===== config.mk =====
export PLATFORM = sky130hd
export DESIGN_NAME = data_mask_engine
export DESIGN_NICKNAME = d
export VERILOG_FILES = /design/src/rtl/data_mask_engine.sv
export SDC_FILE = /design/constraint.sdc
export NUM_CORES = 1
export LEC_CHECK = 0
export BUFFER_PORTS_ARGS = -buffer_cell sky130_fd_sc_hd__buf_2
export CAP_MARGIN = 20
export CORE_MARGIN = 4
export CORE_UTILIZATION = 30
export DETAILED_ROUTE_END_ITERATION = 6
export GPL_ROUTABILITY_DRIVEN = 0
export PLACE_DENSITY = 0.5
export SLEW_MARGIN = 20
export SYNTH_ARGS = -nofsm -noshare
export SYNTH_HDL_FRONTEND = slang
export SYNTH_SLANG_ARGS = --single-unit

===== constraint.sdc =====
create_clock -name clk -period 1.9 [get_ports clk]
set_input_delay 0 -clock clk [delete_from_list [all_inputs] [get_ports clk]]
set_output_delay 0 -clock clk [all_outputs]
set_load 0.01 [all_outputs]

===== src/rtl/data_mask_engine.sv =====
`default_nettype none
// ============================================================================
// Module      : data_mask_engine
// Description : Collects TRNG words into a DATA_WIDTH mask and XORs it onto a
//               valid/ready data stream through a registered output stage.
//               Optional plaintext parity output: DATA_MASK_PARITY_EN.
// Revision    : 1.0 - initial release
// ============================================================================
module data_mask_engine #(
    parameter int DATA_WIDTH = 52,
    parameter int TRNG_WIDTH = 32,
    parameter int MASK_REUSE = 1
) (
    input  logic                  clk,
    input  logic                  rst_n,
    input  logic [TRNG_WIDTH-1:0] trng,
    input  logic                  trng_valid,
    output logic                  trng_ready,
    input  logic [DATA_WIDTH-1:0] in_data,
    input  logic                  in_bypass,
    input  logic                  in_valid,
    output logic                  in_ready,
    output logic [DATA_WIDTH-1:0] out_data,
    output logic [DATA_WIDTH-1:0] out_mask,
    output logic                  out_valid,
    input  logic                  out_ready,
`ifdef DATA_MASK_PARITY_EN
    output logic                  out_parity,
`endif
    output logic                  mask_armed
);

    localparam int c_WORDS = (DATA_WIDTH + TRNG_WIDTH - 1) / TRNG_WIDTH;
    localparam int c_PADW  = c_WORDS * TRNG_WIDTH;
    localparam int c_WCW   = $clog2(c_WORDS + 1);
    localparam int c_UCW   = $clog2(MASK_REUSE + 1);

    typedef enum logic [0:0] {
        S_FILL  = 1'b0,
        S_ARMED = 1'b1
    } state_t;

    state_t                  state_q,     state_d;
    logic [c_WCW-1:0]        word_cnt_q,  word_cnt_d;
    logic [c_UCW-1:0]        use_cnt_q,   use_cnt_d;
    logic [DATA_WIDTH-1:0]   mask_q,      mask_d;
    logic                    out_valid_q, out_valid_d;
    logic [DATA_WIDTH-1:0]   out_data_q,  out_data_d;
    logic [DATA_WIDTH-1:0]   out_mask_q,  out_mask_d;
`ifdef DATA_MASK_PARITY_EN
    logic                    parity_q,    parity_d;
`endif

    logic                    w_beat;
    logic                    w_in_ready;
    logic                    w_xfer;
    logic [c_PADW-1:0]       w_fill;

    assign w_beat     = (state_q == S_FILL) && trng_valid;
    assign w_in_ready = (state_q == S_ARMED) && (!out_valid_q || out_ready);
    assign w_xfer     = in_valid && w_in_ready;

    // Mask zero-extended to whole TRNG lanes with the incoming beat merged
    // into the lane selected by word_cnt; bits above DATA_WIDTH are dropped.
    always_comb begin
        w_fill                 = '0;
        w_fill[DATA_WIDTH-1:0] = mask_q;
        for (int k = 0; k < c_WORDS; k++) begin
            if (word_cnt_q == c_WCW'(k)) begin
                w_fill[k*TRNG_WIDTH +: TRNG_WIDTH] = trng;
            end
        end
    end

    generate
        if (c_PADW > DATA_WIDTH) begin : g_pad
            logic w_unused_pad;
            assign w_unused_pad = ^w_fill[c_PADW-1:DATA_WIDTH];
        end
    endgenerate

    always_comb begin
        state_d     = state_q;
        word_cnt_d  = word_cnt_q;
        use_cnt_d   = use_cnt_q;
        mask_d      = mask_q;
        out_valid_d = out_valid_q;
        out_data_d  = out_data_q;
        out_mask_d  = out_mask_q;
`ifdef DATA_MASK_PARITY_EN
        parity_d    = parity_q;
`endif

        if (w_beat) begin
            mask_d = w_fill[DATA_WIDTH-1:0];
            if (word_cnt_q == c_WCW'(c_WORDS - 1)) begin
                state_d    = S_ARMED;
                word_cnt_d = '0;
                use_cnt_d  = '0;
            end else begin
                word_cnt_d = word_cnt_q + 1'b1;
            end
        end

        if (w_xfer) begin
            out_valid_d = 1'b1;
`ifdef DATA_MASK_PARITY_EN
            parity_d    = ^in_data;
`endif
            if (in_bypass) begin
                out_data_d = in_data;
                out_mask_d = '0;
            end else begin
                out_data_d = in_data ^ mask_q;
                out_mask_d = mask_q;
                // Last permitted use of this mask sends the engine back to refill.
                if (use_cnt_q == c_UCW'(MASK_REUSE - 1)) begin
                    state_d    = S_FILL;
                    use_cnt_d  = '0;
                    word_cnt_d = '0;
                end else begin
                    use_cnt_d = use_cnt_q + 1'b1;
                end
            end
        end else if (out_ready) begin
            out_valid_d = 1'b0;
        end
    end

    always_ff @(posedge clk) begin
        if (!rst_n) begin
            state_q     <= S_FILL;
            word_cnt_q  <= '0;
            use_cnt_q   <= '0;
            mask_q      <= '0;
            out_valid_q <= 1'b0;
            out_data_q  <= '0;
            out_mask_q  <= '0;
`ifdef DATA_MASK_PARITY_EN
            parity_q    <= 1'b0;
`endif
        end else begin
            state_q     <= state_d;
            word_cnt_q  <= word_cnt_d;
            use_cnt_q   <= use_cnt_d;
            mask_q      <= mask_d;
            out_valid_q <= out_valid_d;
            out_data_q  <= out_data_d;
            out_mask_q  <= out_mask_d;
`ifdef DATA_MASK_PARITY_EN
            parity_q    <= parity_d;
`endif
        end
    end

    assign trng_ready = (state_q == S_FILL);
    assign in_ready   = w_in_ready;
    assign out_valid  = out_valid_q;
    assign out_data   = out_data_q;
    assign out_mask   = out_mask_q;
    assign mask_armed = (state_q == S_ARMED);
`ifdef DATA_MASK_PARITY_EN
    assign out_parity = parity_q;
`endif

endmodule
`default_nettype wire


; ---- Word-level counts from Yosys, hierarchy flattened
; Cells that the tools add are included.
[word_totals]
register_bits = 161
input_bits = 90
word_cells = 41
[classes]
add_sub_neg = 2
n_eq_ne = 1
muxes = 19
bitwise = 2
n_reduce_logical = 9
[op_table]
columns = cell, n
row1 = two-way mux 52 bit, 2
row2 = XOR 52 bit, 1
row3 = two-way mux 1 bit, 12
row4 = two-way mux 2 bit, 5
row5 = AND reduction 2 bit, 2
row6 = logical AND 1 bit, 3
row7 = "adder 2 x 1 -> 2 bit, second input constant", 1
row8 = "== test 2 x 1 -> 1 bit, second input constant", 1
row9 = logical NOT 2 bit, 1
row10 = nonzero test 2 bit, 1
row11 = "adder 1 bit, second input constant", 1
row12 = logical NOT 1 bit, 1
row13 = logical OR 1 bit, 1
row14 = NOT 1 bit, 1

; ---- Depth between registers and ports, before layout
; Gate-level depths: netlist of run 1.
[logic_depth]
ltp_word = 6
ltp_mapped = 6

; ---- Worst setup path before layout of run 1
; No wires, ideal clock.
[synth_timing]
path_type = register to register
from = reg state_q (netlist: mask_armed)
to = reg mask_q[20]
setup_time_ns = 0.116
arrival_time_ns = 1.314
path_slack_ns = 0.470
path_stages_with_launch = 6
n_path_buf = 2
period_less_slack_ns = 1.430
cell_sequence = dfxtp_1 -> or4b_1 -> buf_6 -> buf_6 -> nand3_1 -> o21ai_2
[synth_via]
elab_chain_len = 3
[synth_rtl]
columns = item, line
row1 = from (decl), 43  ; state_t state_q, state_d;
row2 = from (signal assigned), 143  ; state_q <= state_d;
row3 = NOT 1 bit, 59  ; assign w_beat = (state_q == S_FILL) && trng_valid;
row4 = logical AND 1 bit, 59
row5 = AND reduction 2 bit (no source line), --
row6 = to (signal assigned), 146  ; mask_q <= mask_d;
row7 = to (decl), 46  ; logic [DATA_WIDTH-1:0] mask_q, mask_d;
; Every way passes these cells.
; A chain may end at the register's enable or synchronous reset.

; ---- Worst setup path in the final report of run 1
[layout_timing]
from = reg out_valid_q (netlist: out_valid)
to = out in_ready
[layout_via]
elab_chain_len = 3
[layout_rtl]
columns = item, line
row1 = from (decl), 47  ; logic out_valid_q, out_valid_d;
row2 = from (signal assigned), 147  ; out_valid_q <= out_valid_d;
row3 = logical NOT 1 bit, 60  ; assign w_in_ready = (state_q == S_ARMED) && (!out_valid_q || out_ready);
row4 = logical OR 1 bit, 60
row5 = logical AND 1 bit, 60
row6 = to (decl), 22  ; output logic in_ready,
; Every way passes these cells.

==> metrics.csv, run 1 <==
metric,value,unit
FF-to-FF End,mask_q[22],
max_slew headroom,62.9,%
PostCTS Resize Cnt,0,
CTS Hold Buffers Added,84,
via count,6193,
Hold Path End,word_cnt_q[1],
core area,0.0220,mm^2
Core Rows,54,
critical path class,flip-flop to output pin,
Root Driver,clkbuf_16,
grt total ovfl,0,
cell taking the most area after synthesis,dfxtp_1,
Final HPWL DP,14.6,mm
"Net Count, Synth",851,
Startpoint Class,flip-flop,
max cap viols,0,
GRT Overall Usage,17.3,%
post-synthesis cell count,761,
DIE AREA,0.0249,mm^2
"Reg clk slew, reported paths",0.07,ns
leakage,3.68,nW
vias in the first global route,6176,
number of setup buffers added after CTS,0,
worst-path fanout max,10,
die width,158,um
Layout Skew,0.0108,ns
vias per cell,4.79,
starting density of the core,30.7,%
WP data arrival,1.59,ns
synth unique cells,24,
Yosys reg bits,161,
DRC,0,
endpoint class of the critical path,output pin,
period utilization,83.5,%
final setup fails,0,
core occupancy in the finished layout,43.1,%
worst slew pin tran,0.549,ns
Layout area overhead,40.4,%
first-pass GRT wire length,33.9,mm
Hold Crit Class,input pin to flip-flop,
PD cells,876,mW/mm^2
area share of the largest cell type after synthesis,47.8,%
HP Start,trng_valid,
Post-Place Cells,1177,
DRT Pass-1 Iters,5,
Num CTS Buffers,17,
unrepaired setup endpoints after global routing,false,
Post-Layout Cell Count,1294,
Antenna Nets Post-Route,0,
H-tree Lvls,4,
Top Ports,198,
"setup slack, reg-to-reg",0.37,ns
hold path depth,3,
Post-Syn Area,0.00674,mm^2
fin crit period,1.59,ns
final net count,1090,
R2R depth,4,
CTS Buffer Depth,2,
post-synthesis average cell area,8.86,um^2
Die Ht,158,um
hold slack final,0.0250,ns
Max Clock Freq,0.630,GHz
Fin Setup TNS,0,ns
"top cells by area, synth","dfxtp_1 (48%), a21oi_1 (7.9%), nand3_1 (7.2%)",
final hold violations,0,
drt total wl,21.8,mm
"Slew Viols, Final",0,
YS warnings,0,
Peak VDD IR,0.476,mV
CTS Sinks,161,
PortBufs,197,
Worst EP required,1.90,ns
clk_lat worst skew,0.42,ns
status,finished clean,
reg2reg start,mask_armed,
WL/cell,16.9,um
fill count,2233,
largest net degree at the start of global routing,65,
initial DRC count,285,
"Seq/Total Area, Yosys",47.8,%
share of cells above drive strength 1,29.0,%
initial antenna violation count,1,
CTS tree,done,
## registers in the layout, indices dropped and copies added, names as in the netlist
name and cells:
out_mask 52, use_cnt_q 1, mask_q 52, mask_armed 1, out_valid 1, word_cnt_q 2, out_data 52
## critical path, stage by stage, from the launching register on
cell and delay, ns:
dfxtp_1 0.39, nor2b_4 0.36, buf_4 0.24, nor2_1 0.05, buf_2 0.13
## power by group
part	switching [mW]	leakage [nW]	internal (mW)
sequential	0.0788	1.31	3.53
combinational	0.585	2.08	0.502
clock	1.45	0.289	2.15
## worst max-delay path by stage
stage,start,endpoint,cells past startpoint
final,out_valid,in_ready,4
after floorplan,mask_armed,mask_q[20],5
after detailed placement,mask_armed,mask_q[22],4
after CTS,out_valid,in_ready,4
after global placement,mask_armed,mask_q[18],4
after global routing,out_valid,in_ready,4
## cell usage after synthesis (all sizes together)
cell and count:
nor2 4, clkbuf 39, and2 1, nor3 1
or4b 1, nand3 105, a211oi 53, a21oi 106
o41ai 1, nand2b 1, nand2 33, nor2b 54
xnor2 53, nand4bb 1, o21ai 104, buf 40
clkinv 1, inv 2, dfxtp 161
## per-stage QoR
| stage | setup slack [ns] | total power, mW | area, um^2 |
|---|---|---|---|
| 2_1_floorplan | 0.470 | 4.30 | 6740 |
| 3_3_place_gp | 0.419 | 4.64 | 8010 |
| 3_5_place_dp | 0.404 | 4.65 | 8010 |
| 4_1_cts | 0.270 | 8.41 | 9460 |
| 5_1_grt | 0.229 | 8.66 | 9460 |
| 6_report | 0.314 | 8.29 | 9460 |
## cells in the final DEF (no fill, tap or decap), types with 3 or more instances in the layout
cell type / netlist / final
buf_12: 0 / 11
a21oi_1: 106 / 106
clkinvlp_4: 0 / 4
xnor2_1: 53 / 53
a211oi_1: 53 / 53
dfxtp_1: 161 / 161
bufinv_16: 0 / 3
buf_4: 2 / 8
nand3_2: 8 / 8
dlygate4sd3_1: 0 / 84
nand2_1: 33 / 32
nand3_1: 97 / 97
nor2_1: 4 / 3
o21ai_0: 72 / 72
clkbuf_16: 0 / 17
buf_2: 22 / 196
o21ai_2: 32 / 32
nor2b_1: 54 / 53
## final cells by class
| cell class | count | area, um^2 | share of cell area, % |
|---|---|---|---|
| flip-flops and latches | 161 | 3220 | 34.1 |
| multi-input cells | 518 | 3160 | 33.4 |
| repair buffers | 299 | 2100 | 22.2 |
| clock buffers | 20 | 457 | 4.83 |
| well taps | 280 | 350 | 3.70 |
| clock inverters | 12 | 156 | 1.65 |
| inverters | 3 | 13.8 | 0.145 |
| diodes | 1 | 2.50 | 0.0264 |
## cells by family (layout without fill, tap and decap cells)
kind of cell | after synthesis | in the layout | synth area share, %
AOI/OAI and AO/OA | 264 | 264 | 23.4
xor gates and xnor gates | 53 | 53 | 6.89
buffers and inverters | 82 | 334 | 5.86
DFF | 161 | 161 | 47.8
other | 0 | 1 | 0
and+or+nand+nor | 201 | 201 | 16.0
## metal layers
metal	part of all wire (%)	track usage, %	routed length (um)
met1	46	23.1	10000
met2	47	27.9	10300
met3	5.6	3.99	1220
met4	1.4	5.00	296
met5	0	0	0
No activity file was read; power rests on OpenSTA's default activity.
==> run 2, diff against run 1 <==
Settings changed: PLACE_DENSITY 0.5 to 0.52.
Clock period 1.9 ns to 1.4 ns, I/O delays scaled along.
==> run 2 against run 1 <==
Worst hold slack better by 0.038 ns. Non-clock buffer count up 16. Critical path type is now flip-flop to flip-flop. Largest cell class unchanged. Largest power group unchanged. First-iteration DRC count up 13%. Count of clock-buffer cells in the layout down 2. Utilization up 1.1 points. Sequential share of layout area down 0.83 points. Flip-flop and latch count unchanged. Die area unchanged. Power up 35%. Worst setup slack worse by 0.30 ns. Cell area up 2.6%.
==> metrics.csv, run 2 (synthesis gave the netlist of run 1 again) <==
metric,value,unit,change
worst slew pin tran,0.602,ns,+0.0529 ns
DRT Pass-1 Iters,4,,-1
Layout area overhead,44.0,%,
share of cells above drive strength 1,31.5,%,+2.5 points
fill count,2201,,-1.4%
fin area,0.00971,mm^2,+2.6%
drt total wl,22.4,mm,+2.4%
first-pass GRT wire length,33.8,mm,-0.12%
PortBufs,197,,unchanged
"Slew Viols, Final",0,,unchanged
Post-Layout Cell Count,1309,,+1.2%
Post-Place Cells,1186,,+0.76%
CTS Buffer Depth,2,,unchanged
Top Ports,198,,unchanged
Seq pwr share,43.6,%,about the same
largest net degree at the start of global routing,106,,+63%
CP peak stage delay,0.59,ns,+0.20 ns
Peak VDD IR,0.618,mV,+30%
max cap viols,0,,unchanged
Core Rows,54,,unchanged
Antenna Nets Post-Route,0,,unchanged
Gate power share,14.3,%,+1.2 points
Sw Ratio,25.6,%,+0.16 points
WL/cell,17.1,um,+1.2%
endpoint class of the critical path,flip-flop,,
Worst EP required,1.71,ns,-0.19 ns
CTS tree,done,,
Layout Skew,0.0137,ns,+0.00292 ns
final hold violations,0,,unchanged
placed inst area,0.00808,mm^2,+0.84%
Final HPWL DP,14.6,mm,-0.12%
clk_lat worst skew,0.43,ns,about the same
leakage,3.78,nW,+2.8%
vias in the first global route,6294,,+1.9%
GRT Overall Usage,17.3,%,-0.023 points
Num CTS Buffers,17,,unchanged
core area,0.0220,mm^2,unchanged
Max Clock Freq,0.719,GHz,
period utilization,99.3,%,
fin crit period,1.39,ns,
final setup fails,0,,unchanged
H-tree Lvls,4,,unchanged
worst-path fanout max,24,,+14
WP data arrival,1.70,ns,+0.11 ns
Psw,2.88,mW,+36%
Antenna Cells,0,,-1
CP max stage cell,or4b_4,,
DRC,0,,unchanged
starting density of the core,30.7,%,unchanged
WP depth,4,,unchanged
die width,158,um,unchanged
initial DRC count,323,,+13%
CTS Sinks,161,,unchanged
via count,6347,,+2.5%
Buf/Inv on CP,1,,-1
R2R depth,4,,unchanged
Startpoint Class,flip-flop,,
grt total ovfl,0,,unchanged
CP cell instances,or4b_4 > buf_12 > nand3_1 > o21ai_2,,
most frequent cells in the layout,"buf_2 (196), dfxtp_1 (160), a21oi_1 (102)",,
initial antenna violation count,0,,-1
P_int,8.35,mW,+35%
final net count,1106,,+1.5%
max_slew headroom,59.9,%,-3.0 points
"commonest non-fill, non-tap cell in the layout",buf_2,,
DIE AREA,0.0249,mm^2,unchanged
vias per cell,4.85,,+1.3%
"Reg clk slew, reported paths",0.06,ns,about the same
clock network power share,42.1,%,-1.3 points
Die Ht,158,um,unchanged
footprint of the multi-input gates,0.00322,mm^2,+2.1%
hold path depth,3,,unchanged
PD cells,1160,mW/mm^2,+32%
Root Driver,clkbuf_16,,
critical path class,flip-flop to flip-flop,,
unrepaired setup endpoints after global routing,true,,
Fin Setup TNS,0,ns,unchanged
Sequential Area,0.00322,mm^2,about the same
status,finished clean,,
hold slack final,0.0630,ns,+0.0380 ns
Top delay family on crit path,simple AND/OR/NAND/NOR gates,,
Design Power,11.2,mW,+35%
Hold Crit Class,input pin to flip-flop,,
==> run 2: cell types whose count changed in the layout (fill, tap and decap cells not counted), moves of 3 or more <==
cell      previous run  this run
buf_4                8        17
nand3_1             97        91
nand3_2              8        14
a211oi_1            53        49
a211oi_2             0         4
a21oi_1            106       102
a21oi_2              0         4
buf_6                0         3
clkinv_2             2         5
==> run 2: metal layers <==
metal	GRT usage (%)	wire length (um)	share of wire (%)	up-vias
met4	4.96	335	1.5	0
met5	0	0	0	-
li1	-	-	-	3200
met2	27.5	10400	46	160
met3	4.05	1210	5.4	21
met1	23.4	10500	47	2966
==> run 2: path summary, 6_finish.rpt <==
| path | slack [ns] | startpoint | end |
|---|---|---|---|
| setup / recovery | 0.009 | mask_armed | mask_q[13] |
| hold / removal | 0.06 | trng_valid | word_cnt_q[1] |
| setup reg to reg | 0.009 | mask_armed | mask_q[13] |
| hold reg to reg | 0.45 | mask_q[31] | mask_q[31] |
==> run 2: repair_timing <==
action / CTS / global route
resized for setup: 0 / 18
endpoints found under the setup margin: 1 / 52
setup buffers: 1 / 2
hold buffers: 85 / 0
pin swaps: 0 / 2
hold endpoints to repair: 108 / 0
gates cloned: 0 / 3
==> run 2: per-stage QoR <==
step                      utilization [%]  setup WS, ns
final                                44.2       0.00948
after global routing                 44.2       -0.0221
after CTS                            43.4       0.00219
after detailed placement             36.8        0.0180
after global placement               36.8        0.0444
after floorplan                         -        0.0373
==> run 2: layout make-up <==
| cell class | instances | share of cell area (%) |
|---|---|---|
| Clock inverter | 14 | 1.71 |
| Tap cell | 280 | 3.61 |
| Inverter | 3 | 0.129 |
| Clock buffer | 18 | 4.42 |
| Timing Repair Buffer | 315 | 23.7 |
| Sequential cell | 161 | 33.2 |
| Multi-Input combinational cell | 518 | 33.2 |
==> run 2: power groups by stage <==
stage / clock, mW / combinational, mW / sequential (mW)
floorplan: 0 / 0.817 / 5.02
global placement: 0 / 1.36 / 4.99
detailed placement: 0 / 1.37 / 4.99
CTS: 4.86 / 1.56 / 4.89
global route: 5.03 / 1.76 / 4.92
finish: 4.73 / 1.60 / 4.89
==> run 2: worst reg2reg max path: stages, from the launching register on <==
cell,delay (ns)
dfxtp_2,0.32
or4b_4,0.59
buf_12,0.20
nand3_1,0.12
o21ai_2,0.06
